<file path="config.mk">
export PLATFORM = sky130hd
export DESIGN_NAME = ps2_key_encoder
export DESIGN_NICKNAME = d
export VERILOG_FILES = /design/src/rtl/ps2_pkg.sv /design/src/rtl/ps2_line_filter.sv /design/src/rtl/ps2_key_encoder.sv
export SDC_FILE = /design/constraint.sdc
export NUM_CORES = 1
export LEC_CHECK = 0
export ABC_CLOCK_PERIOD_IN_PS = 2400
export BUFFER_PORTS_ARGS = -buffer_cell sky130_fd_sc_hd__buf_2
export CELL_PAD_IN_SITES_DETAIL_PLACEMENT = 1
export CELL_PAD_IN_SITES_GLOBAL_PLACEMENT = 2
export CORE_MARGIN = 2
export CORE_UTILIZATION = 37
export DETAILED_ROUTE_END_ITERATION = 10
export PLACE_DENSITY = 0.75
export SLEW_MARGIN = 20
export SYNTH_ARGS = -nofsm -noshare
export SYNTH_HDL_FRONTEND = slang
export SYNTH_SLANG_ARGS = --single-unit
</file>
<file path="constraint.sdc">
create_clock -name clk_sys -period 2.4 [get_ports clk_sys]
set_input_delay 0.48 -clock clk_sys [delete_from_list [all_inputs] [get_ports clk_sys]]
set_output_delay 0.48 -clock clk_sys [all_outputs]
set_load 0.01 [all_outputs]
</file>
<file path="src/rtl/ps2_pkg.sv">
// Shared types and constants for the PS/2 key encoder: frame FSM states, scan-code
// prefixes and the field layout of the ps2_key event word.
package ps2_pkg;

    typedef enum logic [1:0] {
        IDLE,
        DATA,
        PARITY,
        STOP
    } ps2_state_e;

    localparam logic [7:0] PS2_EXT        = 8'hE0;
    localparam logic [7:0] PS2_BRK        = 8'hF0;
    localparam logic [7:0] PS2_PAUSE      = 8'hE1;
    localparam logic [2:0] PS2_PAUSE_SKIP = 3'd7;

    localparam int unsigned KEY_TOGGLE_BIT  = 10;
    localparam int unsigned KEY_PRESSED_BIT = 9;
    localparam int unsigned KEY_EXT_BIT     = 8;
    localparam int unsigned KEY_CODE_MSB    = 7;

    // Odd parity: the data bits plus the parity bit must hold an odd number of ones.
    function automatic logic odd_parity_ok(input logic [7:0] data, input logic par);
        return ^{data, par};
    endfunction

endpackage

</file>
<file path="src/rtl/ps2_line_filter.sv">
// Two-flop synchronizer for one raw PS/2 line, followed by an optional counter glitch
// filter enabled by PS2_KEY_FILTER_EN. Output resets high (idle line level).
module ps2_line_filter #(
    parameter int unsigned FILTER_LEN = 8
) (
    input  logic clk_sys,
    input  logic reset_n,
    input  logic line_i,
    output logic line_o
);

    logic [1:0] sync_q;

    always_ff @(posedge clk_sys or negedge reset_n) begin
        if (!reset_n) begin
            sync_q <= 2'b11;
        end else begin
            sync_q <= {sync_q[0], line_i};
        end
    end

`ifdef PS2_KEY_FILTER_EN
    localparam int unsigned CntW = $clog2(FILTER_LEN);

    logic [CntW-1:0] cnt_q, cnt_d;
    logic            filt_q, filt_d;

    // Flip only on the FILTER_LEN-th consecutive disagreeing sample.
    always_comb begin
        filt_d = filt_q;
        cnt_d  = '0;
        if (sync_q[1] != filt_q) begin
            if (cnt_q == CntW'(FILTER_LEN - 1)) begin
                filt_d = sync_q[1];
            end else begin
                cnt_d = cnt_q + 1'b1;
            end
        end
    end

    always_ff @(posedge clk_sys or negedge reset_n) begin
        if (!reset_n) begin
            filt_q <= 1'b1;
            cnt_q  <= '0;
        end else begin
            filt_q <= filt_d;
            cnt_q  <= cnt_d;
        end
    end

    assign line_o = filt_q;
`else
    logic unused_filter_len;
    assign unused_filter_len = ^FILTER_LEN;
    assign line_o = sync_q[1];
`endif

endmodule

</file>
<file path="src/rtl/ps2_key_encoder.sv">
// Decodes a raw PS/2 keyboard clock/data pair into the 11-bit ps2_key event word
// {toggle, pressed, extended, code}. Optional line glitch filter: PS2_KEY_FILTER_EN.
module ps2_key_encoder
    import ps2_pkg::*;
#(
    parameter int unsigned FILTER_LEN     = 8,
    parameter int unsigned TIMEOUT_CYCLES = 96000
) (
    input  logic        clk_sys,
    input  logic        reset_n,
    input  logic        ps2_clk,
    input  logic        ps2_data,
    output logic [10:0] ps2_key,
    output logic        frame_err
);

    localparam int unsigned        TmoW    = $clog2(TIMEOUT_CYCLES + 1);
    localparam logic [TmoW-1:0]    TmoMax  = TmoW'(TIMEOUT_CYCLES);
    localparam logic [TmoW-1:0]    TmoLast = TmoW'(TIMEOUT_CYCLES - 1);

    logic clk_f, data_f;

    ps2_line_filter #(
        .FILTER_LEN (FILTER_LEN)
    ) u_clk_filter (
        .clk_sys (clk_sys),
        .reset_n (reset_n),
        .line_i  (ps2_clk),
        .line_o  (clk_f)
    );

    ps2_line_filter #(
        .FILTER_LEN (FILTER_LEN)
    ) u_data_filter (
        .clk_sys (clk_sys),
        .reset_n (reset_n),
        .line_i  (ps2_data),
        .line_o  (data_f)
    );

    logic clk_prev_q, fall_q, bit_q;

    // Registered falling-edge pulse with the data bit captured alongside it.
    always_ff @(posedge clk_sys or negedge reset_n) begin
        if (!reset_n) begin
            clk_prev_q <= 1'b1;
            fall_q     <= 1'b0;
            bit_q      <= 1'b1;
        end else begin
            clk_prev_q <= clk_f;
            fall_q     <= clk_prev_q & ~clk_f;
            bit_q      <= data_f;
        end
    end

    ps2_state_e      state_q;
    logic [2:0]      bit_cnt_q;
    logic [7:0]      shift_q;
    logic            par_q;
    logic [TmoW-1:0] tmo_cnt_q;
    logic            ext_q, brk_q;
    logic [2:0]      skip_q;
    logic            tmo_hit;

    // A falling edge on the expiring cycle takes precedence over the timeout.
    assign tmo_hit = (state_q != IDLE) && !fall_q && (tmo_cnt_q == TmoLast);

    always_ff @(posedge clk_sys or negedge reset_n) begin
        if (!reset_n) begin
            state_q   <= IDLE;
            bit_cnt_q <= '0;
            shift_q   <= '0;
            par_q     <= 1'b0;
            tmo_cnt_q <= '0;
            ext_q     <= 1'b0;
            brk_q     <= 1'b0;
            skip_q    <= '0;
            ps2_key   <= '0;
            frame_err <= 1'b0;
        end else begin
            frame_err <= 1'b0;

            if (state_q == IDLE || fall_q) begin
                tmo_cnt_q <= '0;
            end else if (tmo_cnt_q != TmoMax) begin
                tmo_cnt_q <= tmo_cnt_q + 1'b1;
            end

            if (tmo_hit) begin
                state_q   <= IDLE;
                frame_err <= 1'b1;
                ext_q     <= 1'b0;
                brk_q     <= 1'b0;
            end else if (fall_q) begin
                unique case (state_q)
                    IDLE: begin
                        if (!bit_q) begin
                            state_q   <= DATA;
                            bit_cnt_q <= '0;
                        end
                    end
                    DATA: begin
                        shift_q   <= {bit_q, shift_q[7:1]};
                        bit_cnt_q <= bit_cnt_q + 1'b1;
                        if (bit_cnt_q == 3'd7) begin
                            state_q <= PARITY;
                        end
                    end
                    PARITY: begin
                        par_q   <= bit_q;
                        state_q <= STOP;
                    end
                    STOP: begin
                        state_q <= IDLE;
                        if (!odd_parity_ok(shift_q, par_q) || !bit_q) begin
                            frame_err <= 1'b1;
                            ext_q     <= 1'b0;
                            brk_q     <= 1'b0;
                        end else if (skip_q != 3'd0) begin
                            skip_q <= skip_q - 1'b1;
                        end else if (shift_q == PS2_EXT) begin
                            ext_q <= 1'b1;
                        end else if (shift_q == PS2_BRK) begin
                            brk_q <= 1'b1;
                        end else if (shift_q == PS2_PAUSE) begin
                            skip_q <= PS2_PAUSE_SKIP;
                        end else begin
                            ps2_key[KEY_TOGGLE_BIT]   <= ~ps2_key[KEY_TOGGLE_BIT];
                            ps2_key[KEY_PRESSED_BIT]  <= ~brk_q;
                            ps2_key[KEY_EXT_BIT]      <= ext_q;
                            ps2_key[KEY_CODE_MSB:0]   <= shift_q;
                            ext_q                     <= 1'b0;
                            brk_q                     <= 1'b0;
                        end
                    end
                    default: state_q <= IDLE;
                endcase
            end
        end
    end

endmodule

</file>
* After elaboration in Yosys (flattened, before gate mapping) *
Cells that the tools add are included.

storage, ports and cells
  register bits after elaboration = 55
  output and inout port bits = 12

cells by class
  add/sub/neg operators = 3
  equal/unequal tests = 19
  multiplexer cells = 32
  bitwise gates (word level) = 10
  reduce and logical (&&, ||, !) cells = 24

operators by type and width
  cell                   number
  $mux 17                2
  $eq 8x8->1 const B     3
  $mux 1                 19
  $add 17x1->17 const B  1
  $eq 17x17->1 const B   1
  $ne 17x17->1 const B   1
  $mux 3                 5
  $ne 3x3->1 const B     4
  $ne 4x4->1 const B     3
  $reduce_bool 2->1      6
  $reduce_and 5->1       2
  $not 1->1              9
  $reduce_and 3->1       3
  $reduce_xor 9->1       1
  $mux 2                 4
  $pmux 2 s4             1
  $reduce_and 8->1       1
  $reduce_and 7->1       1
  $ne 2x2->1 const B     3
  $pmux 3 s2             1
  $eq 2x2->1 const B     2
  $reduce_and 4->1       1
  $add 3x1->3 const B    1
  $eq 3x3->1 const B     1
  8 further kinds        12

* Logic depth before layout (Yosys ltp) *
Gate-level depths: netlist (run 1).

  depth after elaboration = 9
  depth in mapped cells = 9
  mapped depth without buffers = 7

* Hierarchy *
From an unflattened synthesis (run 1), not the netlist that was laid out.

second synthesis, totals
  cell total of the unflattened synthesis = 226
  area, all modules = 2638.8 um2

modules (own cells, without submodules)
  module           times used  cells an instance  area an instance (um2)  seq. area each (um2)
  ps2_key_encoder  1           222                2533.7                  1278.7
  ps2_line_filter  2           2                  52.6                    52.6

* Worst setup path after synthesis (run 1) *
No wires, ideal clock.

  path kind = reg-to-reg
  from = register state_q[0]
  to = register ps2_key[1]
  arrival = 2.112 ns
  required time = 2.275 ns
  path slack = 0.163 ns
  stages on the path, launching flop included = 10
  period minus slack after synthesis = 2.237 ns
  cells stage by stage = dfrtp_1 inv_1 ha_1 or2_2 clkbuf_1 nor4_1 nand2_1 nand4_2 buf_6 mux2_4

between the ends
  word-level cells in the longest chain between the ends = 5
  elaborated cells on any way between the ends = 6
  those cells by class = eq/ne (1); bitwise (1); reduce/logical (4)

ends and longest elaborated chain
  what                             line                    text
  from (decl)                      ps2_key_encoder.sv:56   ps2_state_e state_q;
  from (signal assigned)           ps2_key_encoder.sv:70   state_q <= IDLE;
  from (signal assigned)           ps2_key_encoder.sv:90   state_q <= IDLE;
  from (signal assigned)           ps2_key_encoder.sv:98   state_q <= DATA;
  $reduce_bool 2->1                ps2_key_encoder.sv:66   assign tmo_hit = (state_q != IDLE) && !fall_q && (tmo_cnt_q == TmoLast);
  $logic_and 1x1->1 (2 in series)  ps2_key_encoder.sv:66
  $not 1->1 (no line)              --
  $reduce_and 8->1 (no line) *     --
  to (signal, indexed assignment)  ps2_key_encoder.sv:128  ps2_key[KEY_TOGGLE_BIT] <= ~ps2_key[KEY_TOGGLE_BIT];
  to (signal, indexed assignment)  ps2_key_encoder.sv:129  ps2_key[KEY_PRESSED_BIT] <= ~brk_q;
  to (signal, indexed assignment)  ps2_key_encoder.sv:130  ps2_key[KEY_EXT_BIT] <= ext_q;
  to (decl)                        ps2_key_encoder.sv:13   output logic [10:0] ps2_key,

Mark *: on every way between the ends. The rest lies on a longest branch, timed or not.
A chain may end at the register's enable or synchronous reset.

* Worst setup path after layout (run 1) *
  from = register shift_q[0]
  to = register ps2_key[3]

between the ends
  word-level cells in the longest chain between the ends = 5
  elaborated cells on any way between the ends = 11
  those cells by class = eq/ne (3); bitwise (4); reduce/logical (4)

ends and longest elaborated chain
  what                          line                    text
  from (decl)                   ps2_key_encoder.sv:58   logic [7:0] shift_q;
  from (signal assigned)        ps2_key_encoder.sv:103  shift_q <= {bit_q, shift_q[7:1]};
  $reduce_xor 9->1              ps2_pkg.sv:24           return ^{data, par};
  $logic_not 1->1               ps2_key_encoder.sv:115  if (!odd_parity_ok(shift_q, par_q) || !bit_q) begin
  $logic_or 1x1->1              ps2_key_encoder.sv:115
  $not 1->1 (no line)           --
  $reduce_and 8->1 (no line) *  --

Marks and branches as above.

==> key figures, run 1 <==
Run status
  • Status: complete, no violations

Floorplanning
  • Core Rows: 30
  • Die height: 88.7 um
  • Core area: 6870 sq um
  • Die ar.: 7860 sq um
  • Die width: 88.7 um
  • Starting Density: 38.6%
  • # IOs: 16

STA
  • Period utilisation layout: 92.6%
  • Clock skew: 12.4 ps
  • Final setup viols: 0
  • Worst-Margin Slew: 641 ps
  • Achievable Freq: 450 MHz
  • Unrepaired setup endpoints after global routing: no
  • Relative slew slack: 57.2%
  • Period minus WS final: 2220 ps
  • Setup TNS: 0 ps
  • Pins Over Slew Limit: 0
  • Final hold vios: 0

Clocking
  • Post-CTS Hold Buffers: 0
  • Post-CTS sizing: 0
  • Clk root buf: clkbuf_8
  • Clk pin slew, worst setup/hold paths: 110 ps
  • CTS Buf Count: 5
  • CTS H-Tree Depth: 2
  • Insertion delay to the later sink of the worst-skew pair: 320 ps
  • Deepest clock path buffer count: 2
  • CTS tree: done
  • Clk sinks: 55

Synth
  • Main area contributors after synthesis: dfrtp_1 46%, dfstp_2 5.9%, ha_1 4.7%, mux2_4 4.5%, mux2_2 4.2%
  • Syn_nets: 239
  • Cell taking the most area after synthesis: dfrtp_1
  • Post-synth ARST share: 100%
  • Number of library cell types mapped by synthesis: 46
  • Seq/Total Area, Yosys: 52.2%
  • Syn Inst Count: 225
  • Main synth FF type: dfrtp_1
  • Flops & latches, synth: 55
  • Post-synth EDFFs: 0
  • Cell with the most instances after synthesis: dfrtp_1
  • Synth top area share: 46.2%
  • Post-synthesis instance area: 2650 sq um
  • Ys Warns: 0
  • Syn Area/Cell: 11.8 sq um
  • Post-synth top cells: 49 x dfrtp_1, 20 x nor2_1, 14 x inv_1

Setup path
  • Crit path DAT: 2430 ps
  • Crit end category: register
  • R2r worst-path depth: 6
  • Crit path largest cell delay: 500 ps
  • Crit path max fanout: 10
  • CP required: 2610 ps
  • Crit path launch type: register
  • Kind of critical path: register to register
  • Crit. path cell count: 6
  • Bufs and invs on worst path: 1
  • Slowest-stage cell, CP: xnor3_2
  • Flop-to-flop setup slack: 180 ps
  • Cell chain of the critical path: xnor2_1, xnor3_2, mux2i_4, nand4_2, buf_4, mux2_4
  • Worst path top cell family by delay: XOR/XNOR gates

Global routing
  • Vias in the first global route: 1753
  • GR Overflow Total: 0
  • First-pass GRT wire length: 8.49 mm
  • Largest net degree at the start of global routing: 29
  • Tot GR Track Use: 14.0%
  • Antenna violations before repair: 0

Power
  • Register share of total power: 46.5%
  • Pwr Total: 0.00265 W
  • Pwr Density: 887 nW/um^2
  • Sw frac: 33.3%
  • Comb pwr share: 33.0%
  • Pint: 0.00177 W
  • Clk pwr share: 20.4%
  • P_leak: 1.41 nW
  • Maximum VDD drop: 0.326 mV
  • Switching power: 0.000884 W

Final layout
  • Multi-input logic area: 1180 sq um
  • N_diodes: 0
  • Filler Cells Inserted: 790
  • Register area: 1380 sq um
  • Filler-free cell count of the finished design: 347
  • Area grow syn2layout: 12.7%
  • Share of layout cells above drive strength 1: 23.9%
  • Post-layout net count: 264

Placement
  • DP HPWL: 3.62 mm
  • Placed Instances: 337
  • Port Buffer Count: 15
  • Placer Congestion: 0.767

Detailed routing
  • DRC Markers: 0
  • Vias per cell: 4.92
  • Wirelength per Cell: 14.3 um
  • Routed Wire Length: 4.95 mm
  • Final ANT Viol Nets: 0
  • TritonRoute pass-1 iters: 4
  • DR vias: 1708
  • Initial DRC count: 67

Hold path
  • HP Class: primary input to async pin

Job
  • Maxcap violations: 0
[metal layers]
metal  routed length [um]  share of wire [%]  up-vias  GRT usage (%)
li1                     -                  -      834              -
met1                 2410                 49      835           19.0
met2                 2320                 47       31           22.3
met3                  149                3.0        8           3.08
met4                   70                1.4        0           4.55
met5                    0                  0        -              0
[cells in the final DEF (no fill, tap or decap), types with 6 or more instances in the layout]
| cell type | netlist | layout |
|---|---|---|
| o21ai_0 | 6 | 6 |
| xor2_1 | 9 | 9 |
| nor2_1 | 20 | 20 |
| nand3_1 | 10 | 10 |
| inv_1 | 14 | 14 |
| buf_4 | 1 | 8 |
| nand4_1 | 8 | 8 |
| nand2_1 | 13 | 13 |
| mux2_2 | 10 | 10 |
| dfrtp_1 | 49 | 49 |
| buf_2 | 0 | 15 |
| dfstp_2 | 6 | 6 |
| mux2_4 | 8 | 8 |
| xnor2_1 | 9 | 9 |
| ha_1 | 10 | 10 |
[path summary, 6_finish.rpt]
path / start / endpoint
worst max-delay path: shift_q[0]$_DFFE_PN0P_ / ps2_key[3]$_DFFE_PN0P_
worst min-delay path: reset_n / tmo_cnt_q[15]$_DFFE_PN0P_
worst max register to register: shift_q[0]$_DFFE_PN0P_ / ps2_key[3]$_DFFE_PN0P_
worst min register to register: u_clk_filter.sync_q[0]$_DFF_PN1_ / u_clk_filter.sync_q[1]$_DFF_PN1_
max in group asynchronous: reset_n / clk_prev_q$_DFF_PN1_
min in group clk_sys: ps2_data / u_data_filter.sync_q[0]$_DFF_PN1_
[timing repair]
action,4_1_cts,5_1_grt
endpoints found under the setup margin,0,8
buffers inserted,0,2
endpoints found under the hold margin,0,0
[sequential cells by signal, indices dropped and copies added, names as in the netlist]
name                  count
fall_q                    1
shift_q                   8
frame_err                 1
par_q                     1
brk_q                     1
clk_prev_q                1
u_data_filter.sync_q      2
tmo_cnt_q                17
bit_cnt_q                 3
u_clk_filter.sync_q       2
ext_q                     1
ps2_key                  11
state_q                   2
bit_q                     1
skip_q                    3
[per-stage QoR]
| stage | instance area (sq um) | hold slack (ps) | worst slack (ps) | utilization (%) |
|---|---|---|---|---|
| 6_report | 2990 | 172 | 177 | 43.5 |
| 5_1_grt | 2990 | 211 | 2.07 | 43.5 |
| 4_1_cts | 2970 | 189 | 120 | 43.3 |
| 3_5_place_dp | 2880 | 349 | 125 | 41.9 |
| 3_3_place_gp | 2880 | 346 | 214 | 41.9 |
| 2_1_floorplan | 2650 | 184 | 163 | - |
[cell type report]
type	instances	share of cell area, %
Clock buffer	5	2.30
Inverter	14	1.76
Multi-Input combinational cell	150	39.5
Tap cell	96	4.02
Timing Repair Buffer	24	5.19
Sequential cell	55	46.3
Clock inverter	3	0.879
[kinds of logic (layout without fill, tap and decap cells)]
logic type / Yosys count / after routing / share of synthesized area [%]
AOI/OAI and AO/OA: 24 / 24 / 5.95
xor gates and xnor gates: 21 / 21 / 8.59
adders and majority gates: 10 / 10 / 4.72
buffers and inverters: 20 / 46 / 3.26
DFF: 55 / 55 / 52.2
muxes: 24 / 24 / 11.5
and+or+nand+nor: 71 / 71 / 13.8
[power groups by stage]
stage          logic [W]  registers, W  clock network, W
6_report        0.000876       0.00123          0.000542
5_1_grt         0.000993       0.00126          0.000607
4_1_cts         0.000889       0.00124          0.000568
3_5_place_dp    0.000877       0.00126                 0
3_3_place_gp    0.000867       0.00124                 0
2_1_floorplan   0.000664       0.00123                 0
Note: power is estimated with default switching activity, not from simulation.
==> inputs of run 2 (changes only) <==
CORE_MARGIN = 8   (was 2)
MAX_ROUTING_LAYER = met4   (was not set)
SETUP_SLACK_MARGIN = 0.02   (was not set)
==> key figures, run 2 (synthesized netlist as in run 1, its figures left out) <==
Hold path
  • HP Class: primary input to async pin

Clocking
  • Clk root buf: clkbuf_8
  • CTS Buf Count: 5
  • Insertion delay to the later sink of the worst-skew pair: 310 ps
  • Deepest clock path buffer count: 2
  • CTS tree: done
  • CTS H-Tree Depth: 2
  • Post-CTS Hold Buffers: 0
  • Clk sinks: 55
  • Clk pin slew, worst setup/hold paths: 100 ps

STA
  • Clock skew: 5.64 ps
  • Period utilisation layout: 91.9%
  • Achievable Freq: 453 MHz
  • Worst-Margin Slew: 509 ps
  • Setup TNS: 0 ps
  • Final hold vios: 0
  • Period minus WS final: 2210 ps
  • Relative slew slack: 65.8%
  • Final setup viols: 0
  • Pins Over Slew Limit: 0
  • Unrepaired setup endpoints after global routing: no

Detailed routing
  • Wirelength per Cell: 14.8 um
  • Vias per cell: 4.92
  • Initial DRC count: 25
  • DRC Markers: 0
  • Final ANT Viol Nets: 0
  • DR vias: 1707
  • Routed Wire Length: 5.13 mm
  • TritonRoute pass-1 iters: 4

Power
  • Pwr Density: 934 nW/um^2
  • Register share of total power: 44.2%
  • Pwr Total: 0.00282 W
  • Clk pwr share: 25.5%
  • Switching power: 0.000856 W
  • Maximum VDD drop: 0.340 mV
  • Comb pwr share: 30.3%
  • Pint: 0.00196 W
  • Sw frac: 30.4%
  • P_leak: 1.41 nW

Final layout
  • Area grow syn2layout: 13.7%
  • Max reg flops: 17
  • Multi-input logic area: 1190 sq um
  • Share of layout cells above drive strength 1: 23.4%
  • Commonest non-fill, non-tap cells in the layout: 49 x dfrtp_1, 20 x nor2_1, 15 x buf_2
  • Register area: 1380 sq um
  • Biggest regs: tmo_cnt_q x17, ps2_key x11, shift_q x8
  • Commonest non-fill, non-tap cell in the layout: dfrtp_1
  • Biggest register: tmo_cnt_q
  • Post-layout net count: 261
  • Filler Cells Inserted: 793
  • Finished Cell Area: 3020 sq um
  • N_diodes: 0

Placement
  • Port Buffer Count: 15
  • Placer Congestion: 0.790
  • DP HPWL: 3.60 mm
  • Placed cell area: 2870 sq um

Floorplanning
  • Die height: 101 um
  • Core area: 7100 sq um
  • Starting Density: 37.4%
  • Die ar.: 10100 sq um
  • # IOs: 16
  • Die width: 101 um
  • Core Rows: 31

Setup path
  • R2r worst-path depth: 6
  • Worst path top cell family by delay: XOR/XNOR gates
  • Crit path largest cell delay: 500 ps
  • Crit. path cell count: 6
  • Crit path max fanout: 10
  • Crit path DAT: 2410 ps
  • Bufs and invs on worst path: 1
  • Crit end category: register
  • Slowest-stage cell, CP: xnor3_2
  • Kind of critical path: register to register
  • Cell chain of the critical path: xnor2_1, xnor3_2, mux2i_4, nand4_2, buf_4, mux2_4
  • Crit path launch type: register
  • CP required: 2600 ps

Global routing
  • Tot GR Track Use: 11.7%
  • Vias in the first global route: 1834
  • Antenna violations before repair: 0
  • GR Overflow Total: 0
  • Largest net degree at the start of global routing: 56
  • First-pass GRT wire length: 9.17 mm

Run status
  • Status: complete, no violations

Job
  • Maxcap violations: 0
==> run 2: cell count changes in the layout (fill, tap and decap cells not counted), sizes merged <==
cell    previous run  this run
inv               16        14
clkbuf             5         6
buf               24        21
clkinv             1         0
bufinv             0         2
==> run 2: power by group through the flow <==
| stage | logic (W) | registers [W] | clock network, W |
|---|---|---|---|
| 2_1_floorplan | 0.000664 | 0.00123 | 0 |
| 5_1_grt | 0.000957 | 0.00128 | 0.000779 |
| 3_5_place_dp | 0.000862 | 0.00127 | 0 |
| 3_3_place_gp | 0.000846 | 0.00125 | 0 |
| 6_report | 0.000853 | 0.00124 | 0.000718 |
| 4_1_cts | 0.000870 | 0.00125 | 0.000748 |
==> run 2: path summary, 6_finish.rpt <==
path,from,endpoint,slack [ps]
min reg2reg,u_data_filter.sync_q[1]$_DFF_PN1_,bit_q$_DFF_PN1_,360
max in group asynchronous,reset_n,u_clk_filter.sync_q[1]$_DFF_PN1_,1950
min,reset_n,ps2_key[10]$_DFFE_PN0P_,150
max reg2reg,shift_q[0]$_DFFE_PN0P_,ps2_key[5]$_DFFE_PN0P_,190
max,shift_q[0]$_DFFE_PN0P_,ps2_key[5]$_DFFE_PN0P_,190
min in group clk_sys,ps2_clk,u_clk_filter.sync_q[0]$_DFF_PN1_,260
==> run 2: worst reg2reg max path: cells and delay by family (launching register included) <==
kind	cells	cell delay [ps]
multiplexers	2	580
AND/OR/NAND/NOR	1	150
flip-flops	1	430
buffers and inverters	1	220
XOR/XNOR	2	720
==> run 2: repair_timing <==
| item | in CTS | in global routing |
|---|---|---|
| hold endpoints to repair | 0 | 0 |
| gates resized for setup | 0 | 2 |
| endpoints found under the setup margin | 0 | 8 |
| setup buffers | 0 | 0 |
==> run 2: per-stage QoR <==
step	cells	hold WS, ps	setup WS [ps]	utilization, %
floorplan	225	184	163	-
global placement	339	345	208	40.5
detailed placement	339	347	125	40.5
CTS	347	156	107	42.4
global route	347	170	26.1	42.5
finish	347	146	194	42.5
==> run 2: layout make-up <==
| cell class | instances | share of cell area (%) |
|---|---|---|
| Clock buffer | 6 | 2.41 |
| Clock inverter | 2 | 1.99 |
| Inverter | 14 | 1.74 |
| Multi-Input combinational cell | 150 | 39.5 |
| Sequential cell | 55 | 45.9 |
| Tap cell | 99 | 4.11 |
| Timing Repair Buffer | 21 | 4.40 |
==> run 2: routing by layer <==
| metal | vias up | part of all wire (%) | track usage (%) |
|---|---|---|---|
| li1 | 820 | - | - |
| met1 | 859 | 49 | 14.9 |
| met2 | 20 | 46 | 17.8 |
| met3 | 8 | 2.8 | 2.00 |
| met4 | 0 | 1.9 | 5.23 |
| met5 | - | 0 | - |
